$ cat src/rtl/flash_audio_fetch_if.sv
// flash_audio_fetch_if: Avalon-MM-style word read bus between the audio fetcher and flash
// read/address: request from master, held until waitrequest is low
// waitrequest: slave stall; readdatavalid/readdata: returned word strobe and data
interface flash_audio_fetch_if #(parameter int ADDR_W = 23);
  logic read;
  logic [ADDR_W-1:0] address;
  logic waitrequest;
  logic readdatavalid;
  logic [31:0] readdata;
  modport master(output read, address, input waitrequest, readdatavalid, readdata);
  modport slave(input read, address, output waitrequest, readdatavalid, readdata);
endinterface

$ cat src/rtl/flash_audio_fetch.sv
// flash_audio_fetch: walks the flash audio region one word at a time and steps a byte select per sample tick
// clk/reset_n: clock and async active-low reset
// sample_tick/direction/pause/restart: playback controls
// flash: read bus master; audio_data/select/finish: current word, byte index, new-word pulse
// underrun: pulse when a tick is dropped while a word is being fetched
module flash_audio_fetch #(
  parameter int ADDR_W = 23,
  parameter logic [ADDR_W-1:0] START_ADDR = 23'h000000,
  parameter logic [ADDR_W-1:0] END_ADDR = 23'h07FFFF
) (
  input logic clk,
  input logic reset_n,
  input logic sample_tick,
  input logic direction,
  input logic pause,
  input logic restart,
  flash_audio_fetch_if.master flash,
  output logic [31:0] audio_data,
  output logic [1:0] select,
  output logic finish,
  output logic underrun
);
  typedef enum logic [1:0] {FETCH_REQ, FETCH_WAIT, PLAY} state_t;
  state_t state;
  logic rd, pend, discard, accept, tick, last;
  logic [ADDR_W-1:0] addr, pend_addr, restart_addr, step_addr;
  assign flash.read = rd;
  assign flash.address = addr;
  always_comb begin
    accept = rd && !flash.waitrequest;
    tick = sample_tick && !pause && !restart;
    last = select == (direction ? 2'd3 : 2'd0);
    restart_addr = direction ? START_ADDR : END_ADDR;
    step_addr = direction ? (addr == END_ADDR ? START_ADDR : addr + ADDR_W'(1))
                          : (addr == START_ADDR ? END_ADDR : addr - ADDR_W'(1));
  end
  always_ff @(posedge clk or negedge reset_n)
    if (!reset_n) begin
      state <= FETCH_REQ;
      addr <= START_ADDR;
      pend_addr <= START_ADDR;
      pend <= 1'b0;
      discard <= 1'b0;
      rd <= 1'b0;
      audio_data <= '0;
      select <= '0;
      finish <= 1'b0;
      underrun <= 1'b0;
    end else begin
      finish <= 1'b0;
      underrun <= tick && state != PLAY;
      case (state)
        FETCH_REQ: begin
          rd <= !accept;
          if (accept) begin
            state <= FETCH_WAIT;
            discard <= pend || restart;
            pend <= 1'b0;
            addr <= restart ? restart_addr : pend ? pend_addr : addr;
          end else if (restart && rd) begin
            pend <= 1'b1;
            pend_addr <= restart_addr;
          end else if (restart) addr <= restart_addr;
        end
        FETCH_WAIT: begin
          if (restart) begin
            addr <= restart_addr;
            discard <= 1'b1;
          end
          if (flash.readdatavalid && (discard || restart)) begin
            state <= FETCH_REQ;
            rd <= 1'b1;
            discard <= 1'b0;
          end else if (flash.readdatavalid) begin
            audio_data <= flash.readdata;
            select <= direction ? 2'd0 : 2'd3;
            finish <= 1'b1;
            state <= PLAY;
          end
        end
        default:
          if (restart || (tick && last)) begin
            addr <= restart ? restart_addr : step_addr;
            state <= FETCH_REQ;
            rd <= 1'b1;
          end else if (tick) select <= direction ? select + 2'd1 : select - 2'd1;
      endcase
    end
endmodule

$ cat src/flat_wrapper.sv
// flat-port wrapper written by rule: the top's interface ports become plain ports
module flash_audio_fetch_flat 
#(
  parameter int ADDR_W = 23,
  parameter logic [ADDR_W-1:0] START_ADDR = 23'h000000,
  parameter logic [ADDR_W-1:0] END_ADDR = 23'h07FFFF
)
  (clk, reset_n, sample_tick, direction, pause, restart, audio_data, select, finish, underrun, flash_read, flash_address, flash_waitrequest, flash_readdatavalid, flash_readdata);
  flash_audio_fetch_if #(.ADDR_W(ADDR_W)) flash_i ();
  input logic clk;
  input logic reset_n;
  input logic sample_tick;
  input logic direction;
  input logic pause;
  input logic restart;
  output logic [31:0] audio_data;
  output logic [1:0] select;
  output logic finish;
  output logic underrun;
  output wire logic [$bits(flash_i.read)-1:0] flash_read;
  output wire logic [$bits(flash_i.address)-1:0] flash_address;
  input wire logic [$bits(flash_i.waitrequest)-1:0] flash_waitrequest;
  input wire logic [$bits(flash_i.readdatavalid)-1:0] flash_readdatavalid;
  input wire logic [$bits(flash_i.readdata)-1:0] flash_readdata;
  assign flash_read = flash_i.read;
  assign flash_address = flash_i.address;
  assign flash_i.waitrequest = flash_waitrequest;
  assign flash_i.readdatavalid = flash_readdatavalid;
  assign flash_i.readdata = flash_readdata;
  flash_audio_fetch #(.ADDR_W(ADDR_W), .START_ADDR(START_ADDR), .END_ADDR(END_ADDR)) u_core (.clk(clk), .reset_n(reset_n), .sample_tick(sample_tick), .direction(direction), .pause(pause), .restart(restart), .flash(flash_i), .audio_data(audio_data), .select(select), .finish(finish), .underrun(underrun));
endmodule
$ cat config.mk
export PLATFORM = sky130hd
export DESIGN_NAME = flash_audio_fetch_flat
export DESIGN_NICKNAME = d
export VERILOG_FILES = /design/src/rtl/flash_audio_fetch_if.sv /design/src/rtl/flash_audio_fetch.sv /design/src/flat_wrapper.sv
export SDC_FILE = /design/constraint.sdc
export NUM_CORES = 1
export LEC_CHECK = 0
export BUFFER_PORTS_ARGS = -buffer_cell sky130_fd_sc_hd__buf_2
export CAP_MARGIN = 20
export CORE_MARGIN = 10
export CORE_UTILIZATION = 55
export CTS_CLUSTER_SIZE = 30
export DETAILED_ROUTE_END_ITERATION = 6
export PLACE_DENSITY = 0.89
export REMOVE_ABC_BUFFERS = 1
export SLEW_MARGIN = 20
export SYNTH_ARGS = -nofsm -noshare
export SYNTH_HDL_FRONTEND = slang
export SYNTH_SLANG_ARGS = --single-unit
$ cat constraint.sdc
create_clock -name clk -period 2.7 [get_ports clk]
set_input_delay 0.54 -clock clk [delete_from_list [all_inputs] [get_ports clk]]
set_output_delay 0.54 -clock clk [all_outputs]
set_load 0.1 [all_outputs]
Word-level counts from Yosys, hierarchy flattened
Index checks and enable logic that the tools add are counted.
- register bits: 87
- logic and storage cells: 95
- add/sub/neg operators: 4
- eq/ne operators: 13
- mux-type cells: 37
- bitwise gates (word level): 3
- reduce and logical (&&, ||, !) cells: 28
- operator list (kind ; number):
    23-bit 2-to-1 mux ; 10
    23-bit one-hot mux with 2 select lines ; 1
    23-bit by 1-bit adder with 23-bit output (second input constant) ; 1
    23-bit by 19-bit == test with 1-bit output (second input constant) ; 1
    23-bit logical NOT ; 1
    23-bit by 1-bit subtractor with 23-bit output (second input constant) ; 1
    2-bit 2-to-1 mux ; 11
    19-bit 2-to-1 mux ; 1
    3-bit AND reduction ; 5
    1-bit 2-to-1 mux ; 10
    3-bit by 2-bit != test with 1-bit output (second input constant) ; 3
    2-bit != test (second input constant) ; 4
    2-bit one-hot mux with 2 select lines ; 2
    1-bit logical AND ; 7
    2-bit nonzero test ; 3
    5-bit AND reduction ; 1
    1-bit logical NOT ; 4
    2-bit by 1-bit != test with 1-bit output (second input constant) ; 2
    4-bit by 3-bit != test with 1-bit output (second input constant) ; 1
    1-bit one-hot mux with 2 select lines ; 2
    2-bit AND reduction ; 2
    1-bit logical OR ; 3
    1-bit inverter ; 3
    3-bit nonzero test ; 1
    other kinds (5) ; 5

Logic depth before layout (Yosys ltp)
Gate-level depths: netlist (run 1).
- depth in word-level cells: 7
- mapped depth: 9

Worst setup path before layout (run 1)
Ideal clock, no wire load.
- path type: register to register
- start: register u_core.addr[21], in the netlist u_core.flash.address[21]
- end: register u_core.addr[12], in the netlist u_core.flash.address[12]
- library setup time: 0.126 ns
- arrival time: 2.760 ns
- data required time: 2.574 ns
- setup slack: -0.186 ns
- stages on the path, launching flop included: 8
- path buffers: 1
- cells stage by stage: dfrtp_1 > buf_6 > or4_4 > or4_4 > o21ai_4 > a21o_1 > a31oi_1 > o311a_1
- word-level cells in the longest chain between the ends: 6
- ends and longest elaborated chain (what ; line ; source):
    start: declaration ; flash_audio_fetch.sv:26 ; logic [ADDR_W-1:0] addr, pend_addr, restart_addr, step_addr;
    start signal: assignment ; flash_audio_fetch.sv:59 ; addr <= restart ? restart_addr : pend ? pend_addr : addr;
    start signal: assignment ; flash_audio_fetch.sv:63 ; end else if (restart) addr <= restart_addr;
    start signal: assignment ; flash_audio_fetch.sv:67 ; addr <= restart_addr;
    23-bit by 19-bit == test with 1-bit output or 23-bit logical NOT (tied branches) ; flash_audio_fetch.sv:34, flash_audio_fetch.sv:35 ;
    23-bit 2-to-1 mux (on tied branches) ; flash_audio_fetch.sv:34, flash_audio_fetch.sv:35 ;
    23-bit 2-to-1 mux * ; flash_audio_fetch.sv:34 ; step_addr = direction ? (addr == END_ADDR ? START_ADDR : addr + ADDR_W'(1))
    23-bit 2-to-1 mux * ; flash_audio_fetch.sv:83 ; addr <= restart ? restart_addr : step_addr;
    23-bit 2-to-1 mux * ; flash_audio_fetch.sv:82 ; if (restart || (tick && last)) begin
    23-bit one-hot mux with 2 select lines * ; flash_audio_fetch.sv:52 ; case (state)
Mark *: on every way between the ends. The rest lies on a longest branch, timed or not. The select of a mux whose other input is x is not followed.
A chain may end at the register's enable or synchronous reset.

Final worst setup path (run 1)
- start: register u_core.addr[5], in the netlist u_core.flash.address[5]
- end: register u_core.addr[21], in the netlist u_core.flash.address[21]
- word-level cells in the longest chain between the ends: 6
- ends and longest elaborated chain (what ; line ; source):
    23-bit by 1-bit subtractor with 23-bit output (tied with other cells) ; flash_audio_fetch.sv:35 ; : (addr == START_ADDR ? END_ADDR : addr - ADDR_W'(1));
    23-bit 2-to-1 mux (on tied branches) ; flash_audio_fetch.sv:35, flash_audio_fetch.sv:34 ;
    23-bit 2-to-1 mux * ; flash_audio_fetch.sv:34 ;
    23-bit 2-to-1 mux * ; flash_audio_fetch.sv:83 ;
    23-bit 2-to-1 mux * ; flash_audio_fetch.sv:82 ;
    23-bit one-hot mux with 2 select lines * ; flash_audio_fetch.sv:52 ;
Marks and branches as above.

==> impl_results.md, run 1 <==
- First DRT Iteration DRCs: 587
- Syn avg cell area: 8.790 um^2
- # rows: 32
- Unrepaired setup endpoints after global routing: false
- Drt first pass iters: 6
- Crit path kind: flip-flop to flip-flop
- Critical Path AT: 2.75 ns
- ANT cells: 0
- Layout area overhead: 19.24%
- Setup slack, reg-to-reg: 0.19 ns
- Drt total wl: 13.87 mm
- FFs w/ async S/R, synth: 1.000
- Grt ovf: 0
- Setup violators final: 0
- DR WL/cell: 19.27 um
- Max-slew headroom: 0.5550
- I/O Buffers: 99
- Final net count: 656
- Top-level I/O count: 100
- Pin count of the biggest net entering global routing: 34
- Worst-path maximum fanout: 12
- Htree depth: 3
- Mapped Area: 4501 um^2
- CTS buffer count: 9
- Setup crit end kind: flip-flop
- Period minus WS final: 2.505 ns
- FF/Latch Area: 1627 um^2
- Clk buf depth: 2
- Fin. Hold Viols: 0
- RD Place Congestion: 1.015
- Vias after detailed routing: 4,596
- Root Driver: clkbuf_8
- Total of max-cap violations: 0
- Startpoint class of the critical path: flip-flop
- Die X: 110.5 um
- Drt drc: 0
- Maximum clock frequency: 399.1 MHz
- Cells after synthesis: 512
- GRT Overall Usage: 0.2182
- Antenna violations before repair: 0
- Slew Limit Fails: 0
- Die H: 110.5 um
- Clk sinks: 65
- DPL Wire Length: 10.46 mm
- Skew final: 0.02370 ns
- Placed Area: 5112 um^2
- Netlist cell types: 70
- Worst Max-Slew Pin Slew: 0.6605 ns
- Dominant synthesized flop cell: dfrtp_1
- Synth Register Bits: 65
- Finished layout cell area: 5366 um^2
- Drt via density: 6.383
- Sequential area share after synthesis: 0.3614
- Number of synthesized flops with an enable pin: 0
- Clock transition at the registers of the reported paths: 0.09 ns
- Initial Utilization: 0.5735
- CORE AREA: 7848 um^2
- Post-CTS setup buffer count: 0
- First-pass GRT wire length: 22.68 mm
- Outcome: complete, no violations
- Fillcell total: 661
- Hold WC Path Type: input port to async pin
- WP data required: 2.95 ns
- Fin crit share: 0.9279
- Footprint of the multi-input gates: 2585 um^2
- Warnings, synthesis: 0
- Area of the die: 12,200 um^2
- Share of cells above drive strength 1: 0.3366
- Routed Antenna Nets: 0
- CTS tree: yes
- Clock latency on the worst-skew pair: 0.36 ns
- Vias in the first global route: 4,367
flip-flops by register name (all words and copies together), names as in the netlist:
name / count
u_core.underrun: 1
u_core.discard: 1
u_core.flash.address: 23
u_core.flash.read: 1
u_core.select: 2
u_core.finish: 1
u_core.state: 2
u_core.pend: 1
u_core.pend_addr: 1
u_core.audio_data: 32
cells in the mapped netlist (all sizes together), types with 5 or more instances:
master	number	area (um^2)
a21oi	38	190.2
buf	8	56.30
xor2	9	78.83
dfrtp	65	1627
and3	8	51.30
nand3	15	75.07
or3	6	37.54
nor2	47	176.4
o21a	6	45.04
nor2b	8	50.05
nor3b	7	52.55
mux2	34	382.9
nor3	22	110.1
nor4	13	87.58
a211oi	8	60.06
clkbuf	35	212.7
a31oi	14	87.58
or2	5	31.28
nand2	33	123.9
o211ai	6	45.04
nand4	8	50.05
or4	6	52.55
o21ai	33	176.4
inv	6	22.52
xnor2	9	78.83
a21o	6	46.30
final cells by class:
cell class	count	area share
Multi-Input combinational cell	396	0.4817
Inverter	7	0.004896
Clock inverter	6	0.02145
Sequential cell	65	0.3031
Timing Repair Buffer	134	0.1413
Clock buffer	10	0.02378
Tap cell	102	0.02378
placed cells by master, fill, tap and decap left out, drive strengths merged, types with 5 or more instances in the layout:
| cell | n |
|---|---|
| a211oi | 8 |
| a21o | 6 |
| a21oi | 38 |
| a31oi | 14 |
| and3 | 8 |
| buf | 134 |
| clkbuf | 10 |
| dfrtp | 65 |
| inv | 7 |
| mux2 | 34 |
| nand2 | 33 |
| nand3 | 15 |
| nand4 | 8 |
| nor2 | 47 |
| nor2b | 8 |
| nor3 | 22 |
| nor3b | 7 |
| nor4 | 13 |
| o211ai | 6 |
| o21a | 6 |
| o21ai | 33 |
| or2 | 5 |
| or3 | 6 |
| or4 | 6 |
| xnor2 | 9 |
| xor2 | 9 |
worst max-delay path: stages, from the launching register on:
cell     delay (ns)
dfrtp_1        0.53
nor4_4         0.52
nand4_1        0.35
or3_1          0.45
and3_2         0.25
a22oi_1        0.19
nand3_1        0.09
path summary, 6_finish.rpt:
kind | end | cells after the start | from
max reg2reg | u_core.flash.address[21]$_DFFE_PN0P_ | 6 | u_core.flash.address[5]$_DFFE_PN0P_
min | u_core.flash.address[15]$_DFFE_PN0P_ | 1 | reset_n
max | u_core.flash.address[21]$_DFFE_PN0P_ | 6 | u_core.flash.address[5]$_DFFE_PN0P_
max in group asynchronous | u_core.flash.address[20]$_DFFE_PN0P_ | 2 | reset_n
min in group clk | u_core.audio_data[21]$_DFFE_PN0P_ | 2 | flash_readdata[21]
min reg2reg | u_core.audio_data[21]$_DFFE_PN0P_ | 1 | u_core.audio_data[21]$_DFFE_PN0P_
cell families after synthesis:
kind of cell	share of synthesized area
xor gates and xnor gates	0.03503
AOI/OAI and AO/OA	0.2096
muxes	0.08730
adders and majority gates	0.008341
buffers and inverters	0.06783
DFF	0.3614
and+or+nand+nor	0.2305
per-layer routing:
layer / up-vias / GRT usage / wire [um]
met3: 41 / 0.05511 / 1366
met5: - / 0 / 29
li1: 2105 / - / -
met1: 2141 / 0.2884 / 5917
met2: 307 / 0.3271 / 6123
met4: 2 / 0.1002 / 433
timing repair:
item                                    in CTS  in global routing
hold buffers                                 0                  0
resized for setup                            0                  2
endpoints found under the setup margin       0                  2
metrics by stage:
step / std cells / util / hold WS (ns) / setup TNS [ns] / setup WS, ns
finish: 720 / 0.6838 / 0.2086 / 0 / 0.1946
global placement: 704 / 0.6515 / 0.4828 / 0 / 0.2077
CTS: 720 / 0.6824 / 0.2316 / 0 / 0.07856
floorplan: 468 / - / 0.2444 / -4.713 / -0.4386
detailed placement: 704 / 0.6515 / 0.4936 / 0 / 0.09578
global route: 720 / 0.6838 / 0.2490 / 0 / 0.006523
Power of run 1 is not shown: default switching activity piles up to over one toggle a cycle in this logic, so the estimate is an artifact.
==> inputs of run 2 (changes only) <==
==> constraint.sdc (replaced) <==
create_clock -name clk -period 2.7 [get_ports clk]
set_input_delay 0.54 -clock clk [delete_from_list [all_inputs] [get_ports clk]]
set_output_delay 0.54 -clock clk [all_outputs]
set_load 0.02 [all_outputs]
==> impl_results.md, run 2 (same netlist as run 1, synthesis figures left out) <==
- Pin count of the biggest net entering global routing: 34 (unchanged)
- Most common cell after layout, fill and taps aside: buf_2 (unchanged)
- Hold WC Path Type: input port to async pin (unchanged)
- Pre-CTS WS: 0.09961 ns (was 0.09578 ns)
- Clock latency on the worst-skew pair: 0.36 ns (about the same)
- Root Driver: clkbuf_8 (unchanged)
- First-pass GRT wire length: 22.64 mm (was 22.68 mm)
- Layout area overhead: 19.99% (was 19.24%)
- CTS resizes: 0 (unchanged)
- FF-to-FF path depth: 8 (was 6)
- Final worst slack: 0.1776 ns (was 0.1946 ns)
- Worst path cell trace: inv_1, ha_1, nor3b_2, nand2_1, or4_1, a31oi_1, o311ai_0, nand2_1 (was nor4_4, nand4_1, or3_1, and3_2, a22oi_1, nand3_1)
- Clock transition at the registers of the reported paths: 0.08 ns (was 0.09 ns)
- Crit path kind: flip-flop to flip-flop (unchanged)
- Fin. Hold Viols: 0 (unchanged)
- Routed Antenna Nets: 0 (unchanged)
- GRT Overall Usage: 0.2174 (was 0.2182)
- Top-level I/O count: 100 (unchanged)
- Drt drc: 0 (unchanged)
- Biggest register: u_core.audio_data (unchanged)
- RD Place Congestion: 1.011 (was 1.015)
- Clk sinks: 65 (unchanged)
- Vias after detailed routing: 4,633 (was 4,596)
- Die X: 110.5 um (unchanged)
- Post-CTS setup buffer count: 0 (unchanged)
- Cts hold-fix bufs: 0 (unchanged)
- DPL Wire Length: 10.35 mm (was 10.46 mm)
- Worst-path maximum fanout: 8 (was 12)
- Most frequent cells in the layout: buf_2, dfrtp_1, nor2_1, a21oi_1 (was buf_2, dfrtp_1, nor2_1, a21oi_1, buf_4)
- Placed Area: 5105 um^2 (was 5112 um^2)
- Outcome: complete, no violations (unchanged)
- Fin Hold WS: 0.2125 ns (was 0.2086 ns)
- Antenna violations before repair: 0 (unchanged)
- Setup crit end kind: flip-flop (unchanged)
- Slew Limit Fails: 0 (unchanged)
- Period minus WS final: 2.522 ns (was 2.505 ns)
- Final core utilization: 0.6881 (was 0.6838)
- Max-slew headroom: 0.5459 (was 0.5550)
- I/O Buffers: 99 (unchanged)
- Drt first pass iters: 6 (unchanged)
- Die H: 110.5 um (unchanged)
- Max reg flops: 32 (unchanged)
- Worst path max stage delay: 0.53 ns (about the same)
- Setup slack, reg-to-reg: 0.18 ns (was 0.19 ns)
- Leakage Power: 0.002357 uW
- Area of the die: 12,200 um^2 (unchanged)
- Htree depth: 3 (unchanged)
- CTS buffer count: 9 (unchanged)
- Most frequent CP cell: nand2_1
- Setup violators final: 0 (unchanged)
- Setup TNS: 0 ns (unchanged)
- Drt total wl: 13.95 mm (was 13.87 mm)
- Crit Reg-Reg Startpoint: u_core.flash.address[0]$_DFFE_PN0P_ (was u_core.flash.address[5]$_DFFE_PN0P_)
- DR WL/cell: 19.41 um (was 19.27 um)
- Drt via density: 6.444 (was 6.383)
- ANT cells: 0 (unchanged)
- First DRT Iteration DRCs: 642 (was 587)
- Skew final: 0.01193 ns (was 0.02370 ns)
- CORE AREA: 7848 um^2 (unchanged)
- Final net count: 655 (was 656)
- Maximum clock frequency: 396.5 MHz (was 399.1 MHz)
- Unrepaired setup endpoints after global routing: false (unchanged)
- Vias in the first global route: 4,430 (was 4,367)
- Finished layout cell area: 5400 um^2 (was 5366 um^2)
- Power density over the cells: 1154 nW/um^2
- Grt ovf: 0 (unchanged)
- Total of max-cap violations: 0 (unchanged)
- Reg2Reg Capture Point: u_core.flash.address[14]$_DFFE_PN0P_ (was u_core.flash.address[21]$_DFFE_PN0P_)
- VDD IR max: 0.0006939 V
- WP data required: 3.00 ns (was 2.95 ns)
- CTS tree: yes (unchanged)
- Critical Path AT: 2.82 ns (was 2.75 ns)
- Startpoint class of the critical path: flip-flop (unchanged)
- Initial Utilization: 0.5735 (unchanged)
- Critical path's slowest cell: or4_1 (was dfrtp_1)
- Share of cells above drive strength 1: 0.3387 (was 0.3366)
- Clk buf depth: 2 (unchanged)
- # rows: 32 (unchanged)
- Worst Max-Slew Pin Slew: 0.6741 ns (was 0.6605 ns)
- Fin crit share: 0.9342 (was 0.9279)
## run 2: cell count changes in the layout (fill, tap and decap cells not counted), sizes merged
cell      previous run  this run
clkinvlp             1         0
buf                134       133
bufinv               3         4
## run 2: routing by layer
metal  wire length (um)  vias to the layer above  share of wire  global-route usage
met5                  0                        -              0                   0
met4                432                        0          0.031             0.09413
met3               1476                       52           0.11             0.07185
met2               6145                      327           0.44              0.3298
met1               5900                     2150           0.42              0.2759
li1                   -                     2104              -                   -
## run 2: where the power goes
part	leakage [uW]	total (uW)	switching (uW)	internal, uW
logic	0.00143	3110	1840	1270
clock network	0.000137	1150	417	737
registers	0.000792	1970	563	1410
total	0.00236	6230	2820	3410
## run 2: critical path, delay by kind of cell, from the launching register on
kind	cells	cell delay, ns
AO/OA/AOI/OAI	2	0.41
adder cells (fa/ha/maj)	1	0.27
buffers and inverters	1	0.13
flip-flops	1	0.46
AND/OR/NAND/NOR	4	1.19
## run 2: worst max-delay path by stage
stage                                                 to  cells past startpoint                                start  slack, ns
floorplan            u_core.flash.address[8]$_DFFE_PN0P_                      6                              restart       0.02
global placement    u_core.flash.address[21]$_DFFE_PN0P_                      6  u_core.flash.address[5]$_DFFE_PN0P_       0.20
detailed placement  u_core.flash.address[22]$_DFFE_PN0P_                      8  u_core.flash.address[0]$_DFFE_PN0P_        0.1
CTS                 u_core.flash.address[22]$_DFFE_PN0P_                      8  u_core.flash.address[0]$_DFFE_PN0P_       0.07
global route        u_core.flash.address[14]$_DFFE_PN0P_                      8  u_core.flash.address[0]$_DFFE_PN0P_       0.05
finish              u_core.flash.address[14]$_DFFE_PN0P_                      8  u_core.flash.address[0]$_DFFE_PN0P_       0.18
## run 2: layout make-up
cell class	instances	area, um^2
clock buffers	10	137.6
clock inverters	6	137.6
fillers	635	2447
inverters	7	26.28
multi-input cells	396	2594
flip-flops and latches	65	1627
well taps	102	127.6
repair buffers	133	750.7
## run 2: per-stage QoR
| step | std cells | power, uW |
|---|---|---|
| after detailed placement | 703 | 5011 |
| after global routing | 719 | 6628 |
| after floorplan | 468 | 3808 |
| final | 719 | 6233 |
| after global placement | 703 | 4914 |
| after CTS | 719 | 6188 |
Power figures use the tool's default switching activity.
